**src/rtl/sequence_blinker.sv**
```systemverilog
// Simon Says playback engine: reads sequence entries 0..level-1 from memory and
// shows each colour on a one-hot LED bus for ON_CYCLES, then a dark gap of OFF_CYCLES.
module sequence_blinker #(
  parameter int ON_CYCLES  = 12_500_000,
  parameter int OFF_CYCLES = 6_250_000,
  parameter int CW         = $clog2((ON_CYCLES > OFF_CYCLES ? ON_CYCLES : OFF_CYCLES) + 1)
) (
  input  logic       clk,
  input  logic       reset,
  input  logic       on_blinker,
  input  logic [3:0] level,
  output logic [3:0] mem_addr,
  output logic       mem_rd,
  input  logic [1:0] mem_data,
  output logic [3:0] leds,
  output logic       blinker_done
);

  // state   | meaning
  // IDLE    | waiting for on_blinker
  // FETCH   | read strobe for entry idx is on the bus
  // LATCH   | memory data valid, captured into colour
  // ON      | LED lit for ON_CYCLES
  // OFF     | dark gap for OFF_CYCLES
  // DONE    | playback complete, held until on_blinker drops
  typedef enum logic [2:0] {
    S_IDLE, S_FETCH, S_LATCH, S_ON, S_OFF, S_DONE
  } state_t;

  localparam logic [CW-1:0] ON_LOAD  = CW'(ON_CYCLES);
  localparam logic [CW-1:0] OFF_LOAD = CW'(OFF_CYCLES);
  localparam logic [CW-1:0] T_LAST   = CW'(1);

  state_t        state;
  logic [3:0]    idx;
  logic [3:0]    lvl;
  logic [CW-1:0] timer;
  logic [1:0]    colour;

  always_ff @(posedge clk) begin
    if (reset) begin
      state        <= S_IDLE;
      idx          <= 4'd0;
      lvl          <= 4'd0;
      timer        <= '0;
      colour       <= 2'd0;
      mem_addr     <= 4'd0;
      mem_rd       <= 1'b0;
      leds         <= 4'd0;
      blinker_done <= 1'b0;
    end else begin
      mem_rd <= 1'b0;
      case (state)
        S_IDLE: begin
          if (on_blinker) begin
            if (level != 4'd0) begin
              lvl      <= level;
              idx      <= 4'd0;
              mem_addr <= 4'd0;
              mem_rd   <= 1'b1;
              state    <= S_FETCH;
            end else begin
              state <= S_DONE;
            end
          end
        end
        S_FETCH: begin
          state <= on_blinker ? S_LATCH : S_IDLE;
        end
        S_LATCH: begin
          if (!on_blinker) begin
            state <= S_IDLE;
          end else begin
            colour <= mem_data;
            leds   <= 4'b0001 << mem_data;
            timer  <= ON_LOAD;
            state  <= S_ON;
          end
        end
        S_ON: begin
          if (!on_blinker) begin
            leds  <= 4'd0;
            state <= S_IDLE;
          end else if (timer == T_LAST) begin
            leds  <= 4'd0;
            timer <= OFF_LOAD;
            state <= S_OFF;
          end else begin
            leds  <= 4'b0001 << colour;
            timer <= timer - T_LAST;
          end
        end
        S_OFF: begin
          if (!on_blinker) begin
            state <= S_IDLE;
          end else if (timer == T_LAST) begin
            // lvl <= 15 keeps idx from ever wrapping
            if (idx == lvl - 4'd1) begin
              blinker_done <= 1'b1;
              state        <= S_DONE;
            end else begin
              idx      <= idx + 4'd1;
              mem_addr <= idx + 4'd1;
              mem_rd   <= 1'b1;
              state    <= S_FETCH;
            end
          end else begin
            timer <= timer - T_LAST;
          end
        end
        S_DONE: begin
          leds <= 4'd0;
          if (!on_blinker) begin
            blinker_done <= 1'b0;
            state        <= S_IDLE;
          end else begin
            blinker_done <= 1'b1;
          end
        end
        default: state <= S_IDLE;
      endcase
    end
  end

endmodule

```
**config.mk**
```make
export PLATFORM = sky130hd
export DESIGN_NAME = sequence_blinker
export DESIGN_NICKNAME = d
export VERILOG_FILES = /design/src/rtl/sequence_blinker.sv
export SDC_FILE = /design/constraint.sdc
export NUM_CORES = 1
export LEC_CHECK = 0
export ABC_AREA = 1
export BUFFER_PORTS_ARGS = -buffer_cell sky130_fd_sc_hd__buf_2
export CORE_AREA = 2 2 74 76
export CTS_CLUSTER_SIZE = 10
export DETAILED_ROUTE_END_ITERATION = 8
export DIE_AREA = 0 0 76 78
export HOLD_SLACK_MARGIN = 0.15
export PLACE_DENSITY_LB_ADDON = 0.12
export SLEW_MARGIN = 20
export SYNTH_ARGS = -nofsm -noshare
export SYNTH_HDL_FRONTEND = slang
export SYNTH_SLANG_ARGS = --single-unit
```
**constraint.sdc**
```tcl
create_clock -name clk -period 2.08 [get_ports clk]
set_input_delay 0.312 -clock clk [delete_from_list [all_inputs] [get_ports clk]]
set_output_delay 0.312 -clock clk [all_outputs]
set_load 0.03 [all_outputs]
```
* Word level (Yosys, flattened, before mapping)
Cells that the tools add are included.
** Storage, ports and cells
- Register bits after elaboration :: 43
- Input bits :: 9
** Operators by class
- Add/sub/neg operators :: 3
- Equal/unequal tests :: 19
- Shift-type cells :: 2
- Mux-type cells :: 38
- Reduce and logical (&&, ||, !) cells :: 13
** Operators with widths (number)
- $mux 24 :: 5
- $pmux 24 s3 :: 1
- $mux 4 :: 8
- $eq 24x1->1 const B :: 1
- $mux 3 :: 8
- $sub 24x1->24 const B :: 1
- $ne 2x2->1 const B :: 10
- $pmux 3 s6 :: 1
- $pmux 4 s3 :: 1
- $mux 1 :: 9
- $pmux 4 s2 :: 1
- $reduce_and 4->1 :: 2
- $shl 1x2->4 const A :: 2
- $eq 3x2->1 const B :: 2
- $eq 3x3->1 const B :: 2
- $ne 3x3->1 const B :: 2
- $reduce_and 6->1 :: 1
- $reduce_bool 3->1 :: 2
- $reduce_and 5->1 :: 1
- $add 4x1->4 const B :: 1
- $eq 4x4->1 :: 1
- $mux 2 :: 2
- $pmux 1 s2 :: 2
- $reduce_and 2->1 :: 2
- 6 further kinds :: 7

* Longest topological paths before layout
Gate-level depths: netlist (run 1).
- Depth in word-level cells :: 6
- Gate-level depth with buffers :: 15
- Depth with buffers taken out :: 15

* Least setup slack after synthesis (run 1)
OpenSTA, ideal clock, no wires.
- Path kind :: register to register
- Start point :: reg timer[1]
- End point :: reg timer[23]
- Library setup time :: 117 ps
- Arrival :: 1484 ps
- Setup slack :: 478 ps
- Cell stages (with the launch flop) :: 10
- Clock period less this slack :: 1602 ps
- Cells stage by stage :: dfxtp_1 -> inv_1 -> ha_1 -> nand2_1 -> nor2_1 -> nand3_1 -> o21a_4 -> buf_8 -> o21ai_0 -> nor2_1
** On the way
- Cells in the longest elaborated chain, start to end :: 4
- Elaborated cells between the ends (all ways) :: 9
** RTL lines
- start, declared :: line 37 : logic [CW-1:0] timer;
- start signal, assigned :: line 90 : timer <= timer - T_LAST;
- start signal, assigned :: line 108 : timer <= timer - T_LAST;
- $sub 24x1->24 or $eq 24x1->1 (tied branches)
- $mux 24 (on tied branches) :: line 96, 84
- $mux 24 (on tied branches) :: line 94, 81
- $pmux 24 s3 :: line 53 : case (state)
Parallel ways exist; a longest one is shown, timed or not. The select of a mux whose other input is x is not followed.
A chain may end at the register's enable or synchronous reset.

* Worst setup path after layout (run 1)
- Start point :: reg timer[1]
- End point :: reg timer[2]
Same word-level chain as after synthesis.

==> results of run 1 <==
[placed cells by master, fill, tap and decap left out, types with 4 or more instances in the layout]
| master | synthesis | final |
|---|---|---|
| clkbuf_8 | 0 | 5 |
| nand2_2 | 5 | 5 |
| nand4_1 | 12 | 12 |
| nand3b_1 | 4 | 4 |
| xor2_1 | 10 | 10 |
| nand2_1 | 80 | 80 |
| a21oi_1 | 31 | 31 |
| inv_1 | 52 | 52 |
| nor2_1 | 90 | 89 |
| inv_2 | 5 | 5 |
| nand3_1 | 34 | 33 |
| buf_2 | 1 | 18 |
| dfxtp_1 | 43 | 43 |
| nor2_2 | 5 | 6 |
| buf_4 | 0 | 6 |
| ha_1 | 4 | 4 |
| o21ai_0 | 26 | 26 |
| a31oi_1 | 4 | 4 |
[worst paths after layout]
kind	depth (start not counted)	from	to
hold / removal	3	level[0]	lvl[0]
setup / recovery	9	timer[1]	timer[2]
setup reg to reg	9	timer[1]	timer[2]
hold reg to reg	2	blinker_done	blinker_done
[per-layer routing]
metal	part of all wire, %	global-route usage (%)
met3	6.3	3.95
met5	0	0
met4	1.5	6.73
met2	44	40.4
met1	48	30.6
[per-stage QoR]
stage	power, mW	hold WS, ps	setup slack (ps)	cells
after floorplan	2.32	452	478	434
after global placement	2.64	430	209	522
after detailed placement	2.65	437	173	522
after CTS	3.32	254	150	530
after global routing	3.65	262	46.6	531
final	3.34	257	241	531
[final cells by class]
type	instances	area (µm²)	share of cell area, %
clock buffers	5	68.8	2.25
well taps	70	87.6	2.86
flip-flops and latches	43	861	28.1
inverters	58	220	7.19
repair buffers	24	135	4.41
clock inverters	3	43.8	1.43
multi-input cells	328	1650	53.7
[state kept, by name, summed over array words and instances, names as in the netlist]
| signal | count |
|---|---|
| leds | 4 |
| idx | 4 |
| blinker_done | 1 |
| colour | 2 |
| lvl | 4 |
| state | 3 |
| mem_rd | 1 |
| timer | 24 |
[what timing repair did]
action                     4_1_cts  5_1_grt
resized for setup                0        2
buffers inserted                 0        0
setup endpoints to repair        0        7
[tightest hold or removal path, stage by stage]
cell and delay [ps]:
buf_2 90, a21oi_1 60, nor2_1 70
[kinds of logic after synthesis]
group / Yosys count
buffers and inverters: 64
xor gates and xnor gates: 13
and+or+nand+nor: 240
DFF: 43
adders and majority gates: 4
AOI/OAI and AO/OA: 70
[power groups by stage]
stage          Combinational [mW]  Sequential (mW)  Clock (mW)
2_1_floorplan                1.23             1.09           0
3_3_place_gp                 1.58             1.05           0
3_5_place_dp                 1.59             1.06           0
4_1_cts                      1.60             1.04       0.674
5_1_grt                      1.89             1.06       0.700
6_report                     1.64             1.04       0.659
==> metrics.cfg, run 1 <==
[synth]
synthAdderAreaFrac_pct=1.82
synthMuxAreaShare_pct=0
async_reset_ff_share_pct=0
yosysMostFrequentCell=nor2_1
ys_ff_latch=43
ys_types=33
synth_top_cell_by_area=dfxtp_1
netlist_area_mm2=0.00275
synth_compound_area_share_pct=14.2
synth_nets=447
synth_edf_count=0
synthSimpleGateAreaFrac_pct=39.0
seq_area_frac_synth_pct=31.3
ys_warn_count=0
syn_avg_cell_area_um2=6.34
netlist.area_leader.share_pct=31.3
netlist_instances=434
synth-xor-area-share_pct=4.14
synth_top_cells_by_area=dfxtp_1 (31%), nor2_1 (12%), nand2_1 (11%)
synth_top_family_by_area=simple AND/OR/NAND/NOR gates
synthTopCellsByCount=nor2_1 (90), nand2_1 (80), inv_1 (52)
synth_ff_type=dfxtp_1

[setup_path]
critical_path_class=register to register
cp-end-kind=register
cp_cell_sequence=inv_1, ha_1, nand2_1, nor2_2, nand3_2, o21a_4, nand2_2, nand2_2, a21oi_1
critical_path.max_stage_delay_ps=320
critPathSlowestCell=dfxtp_1
crit_family=simple AND/OR/NAND/NOR gates
worstPathRequired_ps=2320
r2r_setup_slack_ps=240
worstSetupStartpointType=register
crit_buf_inv=1
cp_max_fo=11
crit_top_cell=nand2_2
critPathArrivalTime_ps=2070

[floorplan]
die_area_mm2=0.00593
dieWidth_um=76
core-area_mm2=0.00504
pin_count=19
rows=26
die_h_um=78
initial_core_util_pct=54.6

[clocking]
tritoncts=done
cts_hold_buf=0
cts_htree_levels=2
clkLatencyLatePin_ps=300
clockRootBuffer=clkbuf_8
clk_pin_slew_ps=90
cts_sinks=43
clockBufferDepth=2
cts_buffers=5

[finish]
final_net_count=473
utilization_pct=60.7
drive_above_1_share_pct=13.4
synthToLayoutAreaGrowth_pct=11.2
fillerInstances=503
antenna_cells=0
stdcell_area_mm2=0.00306

[drt]
drc=0
ant_nets=0
vias_per_cell=5.23
routed_wl_um=6750
drt_pass1_iterations=4
route.detailed.wl_per_inst_um=12.7
drtIter0Drc=159
vias=2779

[placement]
routabilityCongestion=0.959
placed_cell_area_mm2=0.00293
place.port_buffers=18
dpl.hpwl_um=4900

[power_and_ir_drop]
power.share.clock_pct=19.7
power.density_cell_area_mw_per_mm2=1090
p_comb_share_pct=49.2
power_switching_mw=1.50
pwr-share-seq_pct=31.1
p_sw_share_pct=44.7
p_leak_nw=1.45
intPower_mw=1.85
ir_worst_vdd_v=0.000553

[outcome]
status=completed

[global_routing]
grt_pass1_vias=2553
globalRouteOverflowTotal=0
grt_use_total_pct=23.5
grt_max_degree=25
antenna_found_initial=0
grt_pass1_wl_um=11500

[timing]
finalCritPeriodShare_pct=88.4
hold_viol_final=0
tns_ps=0
setup_viol=0
grt_setup_unrepaired=false
clock_skew_ps=11.3
worstMarginPinSlew_ps=721
fin_crit_ps=1840
slew_headroom_pct=51.9
drv_slew=0
max_freq_mhz=544

[min_path]
holdCritPathClass=input pin to register

[job]
drv_cap=0

Note: power is estimated with default switching activity, not from simulation.
==> inputs of run 2 (changes only) <==
--- a/config.mk
+++ b/config.mk
@@ -7,12 +7,14 @@
 export LEC_CHECK = 0
 export ABC_AREA = 1
 export BUFFER_PORTS_ARGS = -buffer_cell sky130_fd_sc_hd__buf_2
-export CORE_AREA = 2 2 74 76
+export CELL_PAD_IN_SITES_DETAIL_PLACEMENT = 1
+export CELL_PAD_IN_SITES_GLOBAL_PLACEMENT = 1
+export CORE_AREA = 2 2 84 86
 export CTS_CLUSTER_SIZE = 10
 export DETAILED_ROUTE_END_ITERATION = 8
-export DIE_AREA = 0 0 76 78
+export DIE_AREA = 0 0 86 88
 export HOLD_SLACK_MARGIN = 0.15
-export PLACE_DENSITY_LB_ADDON = 0.12
+export PLACE_DENSITY = 0.84
 export SLEW_MARGIN = 20
 export SYNTH_ARGS = -nofsm -noshare
 export SYNTH_HDL_FRONTEND = slang
==> run 2 against run 1 <==
Effect of this change:
- sequential cell count unchanged
- largest power group unchanged
- combinational power up 4%
- non-clock buffer count down 2
- clock skew about the same
- fmax down 3.2%
- setup slack worse by 61 ps
- wire length up 16%
- hold slack worse by 7.0 ps
- utilization down 15 points
- critical path depth unchanged
- critical path type unchanged
- final cell count up 1.3%
- sequential power about the same
==> metrics.cfg, run 2 (synthesis gave the netlist of run 1 again) <==
[finish]
largest_reg_flops=24
final_common_cell=nor2_1
final_cell_mix=nor2_1 (88), nand2_1 (80), inv_1 (52)
drive_above_1_share_pct=12.9
stdcell_area_mm2=0.00304
antenna_cells=0
finalNonFillerCells=538
largest-register=timer
final_net_count=470
fillerInstances=930
synthToLayoutAreaGrowth_pct=10.4

[power_and_ir_drop]
p_leak_nw=1.43
ir_worst_vdd_v=0.000405
power_switching_mw=1.57
intPower_mw=1.79
p_comb_share_pct=50.6
power.share.clock_pct=18.4
pwr-share-seq_pct=31.0
power.density_cell_area_mw_per_mm2=1110
p_sw_share_pct=46.7

[setup_path]
r2r_setup_slack_ps=180
critical_path_class=register to register
reg2reg_to=timer[0]
cp_max_fo=22
rr_startpoint=timer[1]
worstPathRequired_ps=2320
cp-end-kind=register
critPathArrivalTime_ps=2140
reg2regPathDepth=9
worstSetupStartpointType=register

[floorplan]
die_h_um=88
pin_count=19
rows=30
die_area_mm2=0.00757
core-area_mm2=0.00664
dieWidth_um=86
initial_core_util_pct=41.4

[placement]
preCtsSetupSlack_ps=177
place_inst=530
dpl.hpwl_um=5990
placed_cell_area_mm2=0.00293
routabilityCongestion=0.860
place.port_buffers=18

[timing]
fin_ws_ps=180
tns_ps=0
drv_slew=0
grt_setup_unrepaired=false
clock_skew_ps=11.5
hold_viol_final=0
worstMarginPinSlew_ps=735
finalCritPeriodShare_pct=91.3
fin_crit_ps=1900
setup_viol=0
max_freq_mhz=526
slew_headroom_pct=51.0

[drt]
vias=2848
vias_per_cell=5.29
routed_wl_um=7840
drtIter0Drc=110
drt_pass1_iterations=4
route.detailed.wl_per_inst_um=14.6
ant_nets=0
drc=0

[clocking]
clkLatencyLatePin_ps=310
cts_buffers=5
clockRootBuffer=clkbuf_8
postCtsSetupRepairBufs=0
clk_pin_slew_ps=90
cts_sinks=43
clockBufferDepth=2
cts.repair.resized=0
tritoncts=done
cts_htree_levels=2
cts_hold_buf=0

[min_path]
holdPathStages=3
min_delay_worst_endpoint=lvl[3]
min-delay-start=level[3]
holdCritPathClass=input pin to register

[global_routing]
globalRouteOverflowTotal=0
antenna_found_initial=0
grt_pass1_vias=2915
grt_use_total_pct=21.8
grt_max_degree=25
grt_pass1_wl_um=13300

[job]
drv_cap=0

[outcome]
status=completed

[run 2: power by group through the flow]
| stage | logic (mW) | registers (mW) | clock network [mW] |
|---|---|---|---|
| CTS | 1.68 | 1.04 | 0.633 |
| detailed placement | 1.67 | 1.06 | 0 |
| floorplan | 1.23 | 1.09 | 0 |
| global route | 1.91 | 1.06 | 0.664 |
| finish | 1.70 | 1.04 | 0.620 |
| global placement | 1.60 | 1.06 | 0 |
[run 2: per-stage QoR]
step                total power [mW]  util (%)  hold slack [ps]
detailed placement              2.73      44.1              437
global placement                2.66      44.1              429
finish                          3.36      45.7              250
CTS                             3.36      45.7              255
floorplan                       2.32         -              452
global route                    3.64      45.7              275
[run 2: final cells by class]
cell class                 instances  area (µm²)  share of cell area (%)
clock buffer                       7        96.3                    3.17
timing repair buffer              22         120                    3.95
tap                               80         100                    3.29
clock inverter                     1        7.51                   0.247
sequential                        43         861                    28.3
multi-input combinational        327        1630                    53.8
inverter                          58         220                    7.25
[run 2: how the worst max path moves through the flow]
stage / from / end / slack (ps) / depth (start not counted)
after global routing: timer[8] / timer[8] / 1 / 10
after detailed placement: timer[1] / timer[0] / 180 / 9
final: timer[1] / timer[0] / 180 / 9
after CTS: timer[1] / timer[0] / 110 / 9
after global placement: timer[1] / timer[0] / 230 / 9
after floorplan: timer[1] / timer[23] / 480 / 9
[run 2: routing by layer]
metal | share of wire, % | global-route usage (%)
met5 | 0 | 0
met4 | 1.6 | 6.93
met3 | 2.3 | 3.30
met2 | 48 | 37.8
met1 | 48 | 27.9
[run 2: critical path, stage by stage, from the launching register on]
cell and delay, ps:
dfxtp_1 330, inv_1 110, ha_1 230, nand2_1 90
nor2_2 210, nand3_1 160, o21a_4 320, nand2_2 140
nand2_2 90, a21oi_1 150
